File: src/rtl/div_pkg.sv
// Shared definitions for the divider family and its result-consistency checkers.
// Latency: n/a (types, constants and a sizing helper only).
// Backpressure: n/a.
package div_pkg;

  // Control states of the shift-add checker.
  typedef enum logic [1:0] {
    IDLE = 2'd0,
    RUN  = 2'd1,
    DONE = 2'd2
  } state_t;

  // Step counter width; sized with one spare code so it never has to wrap.
  function automatic int cnt_width(input int width);
    return $clog2(width + 1);
  endfunction

  // ERR encoding, shared with the divider-side checker.
  localparam logic ERR_OK  = 1'b0;  // tuple is a legal divider result
  localparam logic ERR_BAD = 1'b1;  // divisor is zero or remainder >= divisor

endpackage

File: src/rtl/div_check_mul_dp.sv
// Datapath of the shift-add checker: acc/mcand/mult registers and the adder.
// Latency: one step per step strobe; operands are captured on load.
// Backpressure: none here; the controller decides when to load and step.
// Ports:
//   clk, rst          clock and synchronous active-high reset
//   load              capture rem/b/c into acc/mcand/mult
//   step              one shift-add iteration
//   c, b, rem         multiplier, multiplicand, addend
//   acc               running sum, equals c*b+rem after WIDTH steps
module div_check_mul_dp #(
  parameter int WIDTH = 4
) (
  input  logic                 clk,
  input  logic                 rst,
  input  logic                 load,
  input  logic                 step,
  input  logic [WIDTH-1:0]     c,
  input  logic [WIDTH-1:0]     b,
  input  logic [WIDTH-1:0]     rem,
  output logic [2*WIDTH-1:0]   acc
);

  logic [2*WIDTH-1:0] mcand;
  logic [WIDTH-1:0]   mult;

  // Seeding acc with the remainder folds the "+REM" into the product for free.
  // acc is 2*WIDTH wide, so the largest sum 2^2W - 2^W never overflows.
  always_ff @(posedge clk) begin
    if (rst) begin
      acc   <= '0;
      mcand <= '0;
      mult  <= '0;
    end else if (load) begin
      acc   <= {{WIDTH{1'b0}}, rem};
      mcand <= {{WIDTH{1'b0}}, b};
      mult  <= c;
    end else if (step) begin
      if (mult[0]) begin
        acc <= acc + mcand;
      end
      mcand <= mcand << 1;
      mult  <= mult >> 1;
    end
  end

endmodule

File: src/rtl/div_check_mul.sv
// Rebuilds a dividend A = C*B + REM from divider outputs and flags bad tuples.
// Latency: OUT_VALID in the 5th cycle after the accept cycle (WIDTH+1); one op per WIDTH+2 cycles.
// Backpressure: holds A/ERR while OUT_READY is low; IN_READY only in IDLE.
// Ports:
//   CLK, RST             clock and synchronous active-high reset
//   IN_VALID/IN_READY    operand handshake for C, B, REM
//   C, B, REM            quotient, divisor, remainder
//   OUT_VALID/OUT_READY  result handshake for A, ERR
//   A                    reconstructed dividend (2*WIDTH bits)
//   ERR                  B==0 or REM>=B (informational, A is still computed)
module div_check_mul
  import div_pkg::*;
#(
  parameter int WIDTH = 4
) (
  input  logic                 CLK,
  input  logic                 RST,
  input  logic                 IN_VALID,
  output logic                 IN_READY,
  input  logic [WIDTH-1:0]     C,
  input  logic [WIDTH-1:0]     B,
  input  logic [WIDTH-1:0]     REM,
  output logic                 OUT_VALID,
  input  logic                 OUT_READY,
  output logic [2*WIDTH-1:0]   A,
  output logic                 ERR
);

  localparam int CW = cnt_width(WIDTH);

  state_t        state;
  logic [CW-1:0] cnt;
  logic          load;
  logic          step;
  logic          last_step;

  assign IN_READY  = (state == IDLE);
  assign OUT_VALID = (state == DONE);
  assign load      = IN_READY & IN_VALID;
  assign step      = (state == RUN);
  // Exit on the WIDTH-th step, i.e. while cnt still reads WIDTH-1.
  assign last_step = (cnt == CW'(WIDTH - 1));

  always_ff @(posedge CLK) begin
    if (RST) begin
      state <= IDLE;
      cnt   <= '0;
      ERR   <= ERR_OK;
    end else begin
      case (state)
        IDLE: begin
          if (IN_VALID) begin
            state <= RUN;
            cnt   <= '0;
            ERR   <= ((B == '0) || (REM >= B)) ? ERR_BAD : ERR_OK;
          end
        end
        RUN: begin
          cnt <= cnt + CW'(1);
          if (last_step) begin
            state <= DONE;
          end
        end
        DONE: begin
          if (OUT_READY) begin
            state <= IDLE;
          end
        end
        default: state <= IDLE;
      endcase
    end
  end

  div_check_mul_dp #(
    .WIDTH (WIDTH)
  ) u_dp (
    .clk  (CLK),
    .rst  (RST),
    .load (load),
    .step (step),
    .c    (C),
    .b    (B),
    .rem  (REM),
    .acc  (A)
  );

endmodule
File: config.mk
export PLATFORM = sky130hd
export DESIGN_NAME = div_check_mul
export DESIGN_NICKNAME = d
export VERILOG_FILES = /design/src/rtl/div_pkg.sv /design/src/rtl/div_check_mul_dp.sv /design/src/rtl/div_check_mul.sv
export SDC_FILE = /design/constraint.sdc
export NUM_CORES = 1
export LEC_CHECK = 0
export CORE_MARGIN = 2
export CORE_UTILIZATION = 58
export CTS_BUF_LIST = sky130_fd_sc_hd__clkbuf_4
export CTS_CLUSTER_SIZE = 40
export DETAILED_ROUTE_END_ITERATION = 8
export MAX_ROUTING_LAYER = met4
export PLACE_DENSITY = 0.87
export SLEW_MARGIN = 20
export SYNTH_ARGS = -nofsm -noshare
export SYNTH_HDL_FRONTEND = slang
export SYNTH_SLANG_ARGS = --single-unit
File: constraint.sdc
create_clock -name CLK -period 5.05 [get_ports CLK]
set_input_delay 1.515 -clock CLK [delete_from_list [all_inputs] [get_ports CLK]]
set_output_delay 1.515 -clock CLK [all_outputs]
set_load 0.05 [all_outputs]
==> tab_implementation.tex <==
\begin{tabular}{lr}
\hline
Metric & Value \\
\hline
\multicolumn{2}{l}{\textbf{Place}} \\
\quad Minimum setup slack after placement & between 1.5 and 2 ns \\
\quad Area after detailed placement & 0.00172 mm\^{}2 \\
\quad Global placer's final weighted congestion & 0.894 \\
\quad Number of buffers inserted by port buffering & 26 \\
\quad HPWL reported at the end of detailed placement & around 2.5 mm \\
\multicolumn{2}{l}{\textbf{Synthesis}} \\
\quad Top-area cell type share of the netlist area & about a third \\
\quad Compound-cell area share of the yosys netlist & 21.7\% \\
\quad Simple-gate share of the synthesized area & 23.9\% \\
\quad Synth Instances & 179 \\
\quad Flip-flop cell with the highest count after synthesis & sky130\_fd\_sc\_hd\_\_dfxtp\_1 \\
\quad Biggest area contributors in the synthesized netlist & sky130\_fd\_sc\_hd\_\_dfxtp\_1 35\%, sky130\_fd\_sc\_hd\_\_ha\_1 11\%, sky130\_fd\_sc\_hd\_\_nand2\_1 7.4\% \\
\quad Mux cell area share after synthesis & 0\% \\
\quad Total nets after synthesis & 209 \\
\quad Mean cell area of the mapped netlist & roughly 8 um\^{}2 \\
\quad Adder-Cell Fraction of Synth Area & 12.4\% \\
\quad Synth async-reset ratio & 0\% \\
\quad Count of synthesis-stage warnings from yosys & 0 \\
\quad Distinct cells, synth & 40 \\
\quad Post-synth top area cell & sky130\_fd\_sc\_hd\_\_dfxtp\_1 \\
\quad Parity-gate share of the synthesized area counting xor and xnor cells & 1.19\% \\
\quad Main combinational cell family by area after synthesis & simple AND/OR/NAND/NOR gates \\
\quad Synthesis-stage register bit count & 26 \\
\quad EDFF count, synth & 0 \\
\quad Combined area of all synthesized cells & $\sim$0.0015 mm\^{}2 \\
\quad Fraction of the yosys area taken by sequential cells & 35.3\% \\
\multicolumn{2}{l}{\textbf{Die}} \\
\quad I/O pin total & 27 \\
\quad Die Y & 54.4 um \\
\quad Starting density of the core & 60.6\% \\
\quad Die outline width & 54.4 um \\
\quad Die area & 0.00296 mm\^{}2 \\
\quad Core Box Area & 0.00243 mm\^{}2 \\
\quad Cell row count & 18 \\
\multicolumn{2}{l}{\textbf{Final layout}} \\
\quad Number of antenna repair diodes & 0 \\
\quad Area growth syn-to-layout & 20.5\% \\
\quad \# nets final & $\sim$230 \\
\quad Area occupied by registers & 520 um\^{}2 \\
\quad Util after Layout & 73.0\% \\
\quad Combined area of the multi-input logic cells & between 800 and 900 um\^{}2 \\
\quad Fill cell instance count of the final layout & 184 \\
\quad Final Instance Area & 0.00178 mm\^{}2 \\
\quad Proportion of layout cells with a drive suffix above 1 & about 4.5\% \\
\multicolumn{2}{l}{\textbf{STA}} \\
\quad Highest clock frequency the design can meet & around 300 MHz \\
\quad Final period util & 65.7\% \\
\quad Final sum of negative setup slack & 0 ns \\
\quad Final Skew & 0.00480 ns \\
\quad Final WS setup & 1.73 ns \\
\quad Number of endpoints failing setup at the final stage & 0 \\
\quad Unrepaired setup endpoints after global routing & false \\
\quad Relative slew margins & between 20\% and 30\% \\
\quad Total count of max-transition violations in the final report & 0 \\
\quad Min cycle time layout & between 3 and 4 ns \\
\quad Transition time of the tightest slew-check pin & 1.09 ns \\
\quad Hold Violations, Final & 0 \\
\multicolumn{2}{l}{\textbf{GRT}} \\
\quad GRT busiest layer & met2 \\
\quad Global-route wire length before repair & 5.51 mm \\
\quad Sum of overflow across all layers after global routing & 0 \\
\quad Number of global-route vias before repair & 1271 \\
\quad Number of antenna violations at the first check in global routing & 0 \\
\quad Met1 capacity usage during global routing & between 30\% and 40\% \\
\quad Global Route met3 Usage & 4.64\% \\
\quad Maximum number of pins on one net before global-route repair & 22 \\
\quad Met2 usage & 44.8\% \\
\quad Total routing usage reported by global routing & 26.6\% \\
\multicolumn{2}{l}{\textbf{Power and ir drop}} \\
\quad Leak pwr & 0.686 nW \\
\quad Clock power share & 32.0\% \\
\quad P\_int & 331 uW \\
\quad Fraction of power spent switching nets & 28.1\% \\
\quad Reg power frac & between 40\% and 50\% \\
\quad Peak supply drop & 0.201 mV \\
\quad Net switching power figure & 129 uW \\
\quad Power Dens Cells & about 260 mW/mm\^{}2 \\
\quad Gate power share & approximately a fifth \\
\multicolumn{2}{l}{\textbf{Setup path}} \\
\quad Critical path peak fanout & 6 \\
\quad Critical path required time & $\sim$3.5 ns \\
\quad Critical Path Start Type & register \\
\quad WP data arrival & between 1.5 and 2 ns \\
\quad WS Path Type & reg2out \\
\quad Critical path endpoint category & primary output \\
\multicolumn{2}{l}{\textbf{CTS}} \\
\quad Setup fix buffers added after clock tree synthesis & 0 \\
\quad Number of clock buffers inserted by TritonCTS & 3 \\
\quad Clock insertion delay at the later pin of the skew report & 0.34 ns \\
\quad CTS sink count & 26 \\
\quad Clock transition time at the flip-flop clock pins of the worst setup and hold paths & 0.14 ns \\
\quad Clock tree from TritonCTS & yes \\
\quad Post-CTS Resized & 0 \\
\quad Largest buffer count on any clock path & 2 \\
\quad Hold\_buf cts & 0 \\
\quad Clk root buf & sky130\_fd\_sc\_hd\_\_clkbuf\_4 \\
\quad Maximum level of the CTS H-tree & 1 \\
\multicolumn{2}{l}{\textbf{Routing}} \\
\quad Antenna Violating Nets Remaining & 0 \\
\quad Number of vias per cell & around 6 \\
\quad Routed WL per cell & 14.3 um \\
\quad Remaining DRCs & 0 \\
\quad Routed vias & 1377 \\
\quad Length of the first detailed-routing pass in iterations & 5 \\
\quad Detailed router's first-iteration violation count & 23 \\
\quad Routed WL & about 3.3 mm \\
\multicolumn{2}{l}{\textbf{Hold path}} \\
\quad Path class of the lowest-slack min-delay path & reg2reg \\
\multicolumn{2}{l}{\textbf{Flow run}} \\
\quad Max-capacitance violation count & 0 \\
\multicolumn{2}{l}{\textbf{Run status}} \\
\quad Run status & finished clean \\
\hline
\end{tabular}
==> sequential cells by signal, summed over array words and instances, names as in the netlist <==
| name | cells |
|---|---|
| u_dp.acc | 8 |
| u_dp.mcand | 8 |
| u_dp.mult | 4 |
| cnt | 3 |
| state | 2 |
| ERR | 1 |
==> cells in the mapped netlist, types with 3 or more instances <==
cell type                  number
sky130_fd_sc_hd__o21ai_0        4
sky130_fd_sc_hd__o21a_1         3
sky130_fd_sc_hd__inv_1          9
sky130_fd_sc_hd__nand3_1        9
sky130_fd_sc_hd__a22oi_1        7
sky130_fd_sc_hd__nor2_1        12
sky130_fd_sc_hd__clkbuf_1       5
sky130_fd_sc_hd__a21oi_1       20
sky130_fd_sc_hd__nor2b_1        3
sky130_fd_sc_hd__nand2_1       29
sky130_fd_sc_hd__nor3_1         5
sky130_fd_sc_hd__dfxtp_1       26
sky130_fd_sc_hd__ha_1          13
==> cells by family (layout without fill, tap and decap cells) <==
group                      count (synthesis)  count (layout)
and+or+nand+nor                           72              72
AOI/OAI and AO/OA                         47              47
DFF                                       26              26
buffers and inverters                     18              39
adders and majority gates                 14              14
xor gates and xnor gates                   2               2
==> metal layers <==
layer  routed length (um)  part of all wire, %  vias to the layer above
li1                     -                    -                      680
met1                 1510                   46                      652
met2                 1570                   48                       37
met3                  146                  4.5                        8
met4                   58                  1.8                        0
met5                    0                    0                        -
==> area by class of cell <==
type                            instances  area share (%)
Inverter                                9            1.90
Timing Repair Buffer                   26            14.6
Tap cell                               30            2.11
Sequential cell                        26            29.3
Clock buffer                            3            1.27
Clock inverter                          1            1.69
Multi-Input combinational cell        135            49.1
==> power groups by stage <==
stage	clock network, mW	logic, mW	registers (mW)
final	0.147	0.0888	0.224
after CTS	0.148	0.0887	0.224
after global routing	0.155	0.0982	0.225
after detailed placement	0	0.0880	0.228
after global placement	0	0.0853	0.228
after floorplan	0	0.0479	0.237
==> final timing paths <==
kind                                   from                         to  slack, ns  cells past startpoint
setup / recovery      state[1]$_SDFFE_PP0P_                  OUT_VALID       1.73                      2
hold / removal    u_dp.mult[1]$_SDFFE_PP0P_  u_dp.mult[1]$_SDFFE_PP0P_       0.48                      2
setup reg to reg      state[0]$_SDFFE_PP0P_        cnt[0]$_SDFFE_PP0P_       2.99                      4
hold reg to reg   u_dp.mult[1]$_SDFFE_PP0P_  u_dp.mult[1]$_SDFFE_PP0P_       0.48                      2
==> stage by stage <==
stage / cells / power, mW / hold WS [ns]
after floorplan: 179 / 0.285 / 0.436
after global placement: 226 / 0.313 / 0.448
after detailed placement: 226 / 0.316 / 0.458
after CTS: 230 / 0.461 / 0.479
after global routing: 230 / 0.479 / 0.496
final: 230 / 0.460 / 0.478
==> critical path: stages, from the launching register on <==
cell and delay [ns]:
sky130_fd_sc_hd__dfxtp_1 0.48, sky130_fd_sc_hd__and2b_1 0.19, sky130_fd_sc_hd__clkdlybuf4s50_1 0.80
==> cell usage in the layout (no fill, tap or decap), drive strengths merged, types with 2 or more instances in the layout <==
| master | instances |
|---|---|
| a311oi | 2 |
| nand2b | 2 |
| nor3 | 5 |
| nand3 | 9 |
| o21ai | 4 |
| and2 | 2 |
| a22oi | 7 |
| nor3b | 2 |
| o31ai | 2 |
| a211oi | 3 |
| clkbuf | 3 |
| nor2 | 12 |
| dfxtp | 26 |
| o21a | 3 |
| a21oi | 20 |
| clkdlybuf4s50 | 26 |
| inv | 9 |
| nand2 | 29 |
| ha | 13 |
| and2b | 2 |
| nor2b | 3 |
Power figures use the tool's default switching activity.
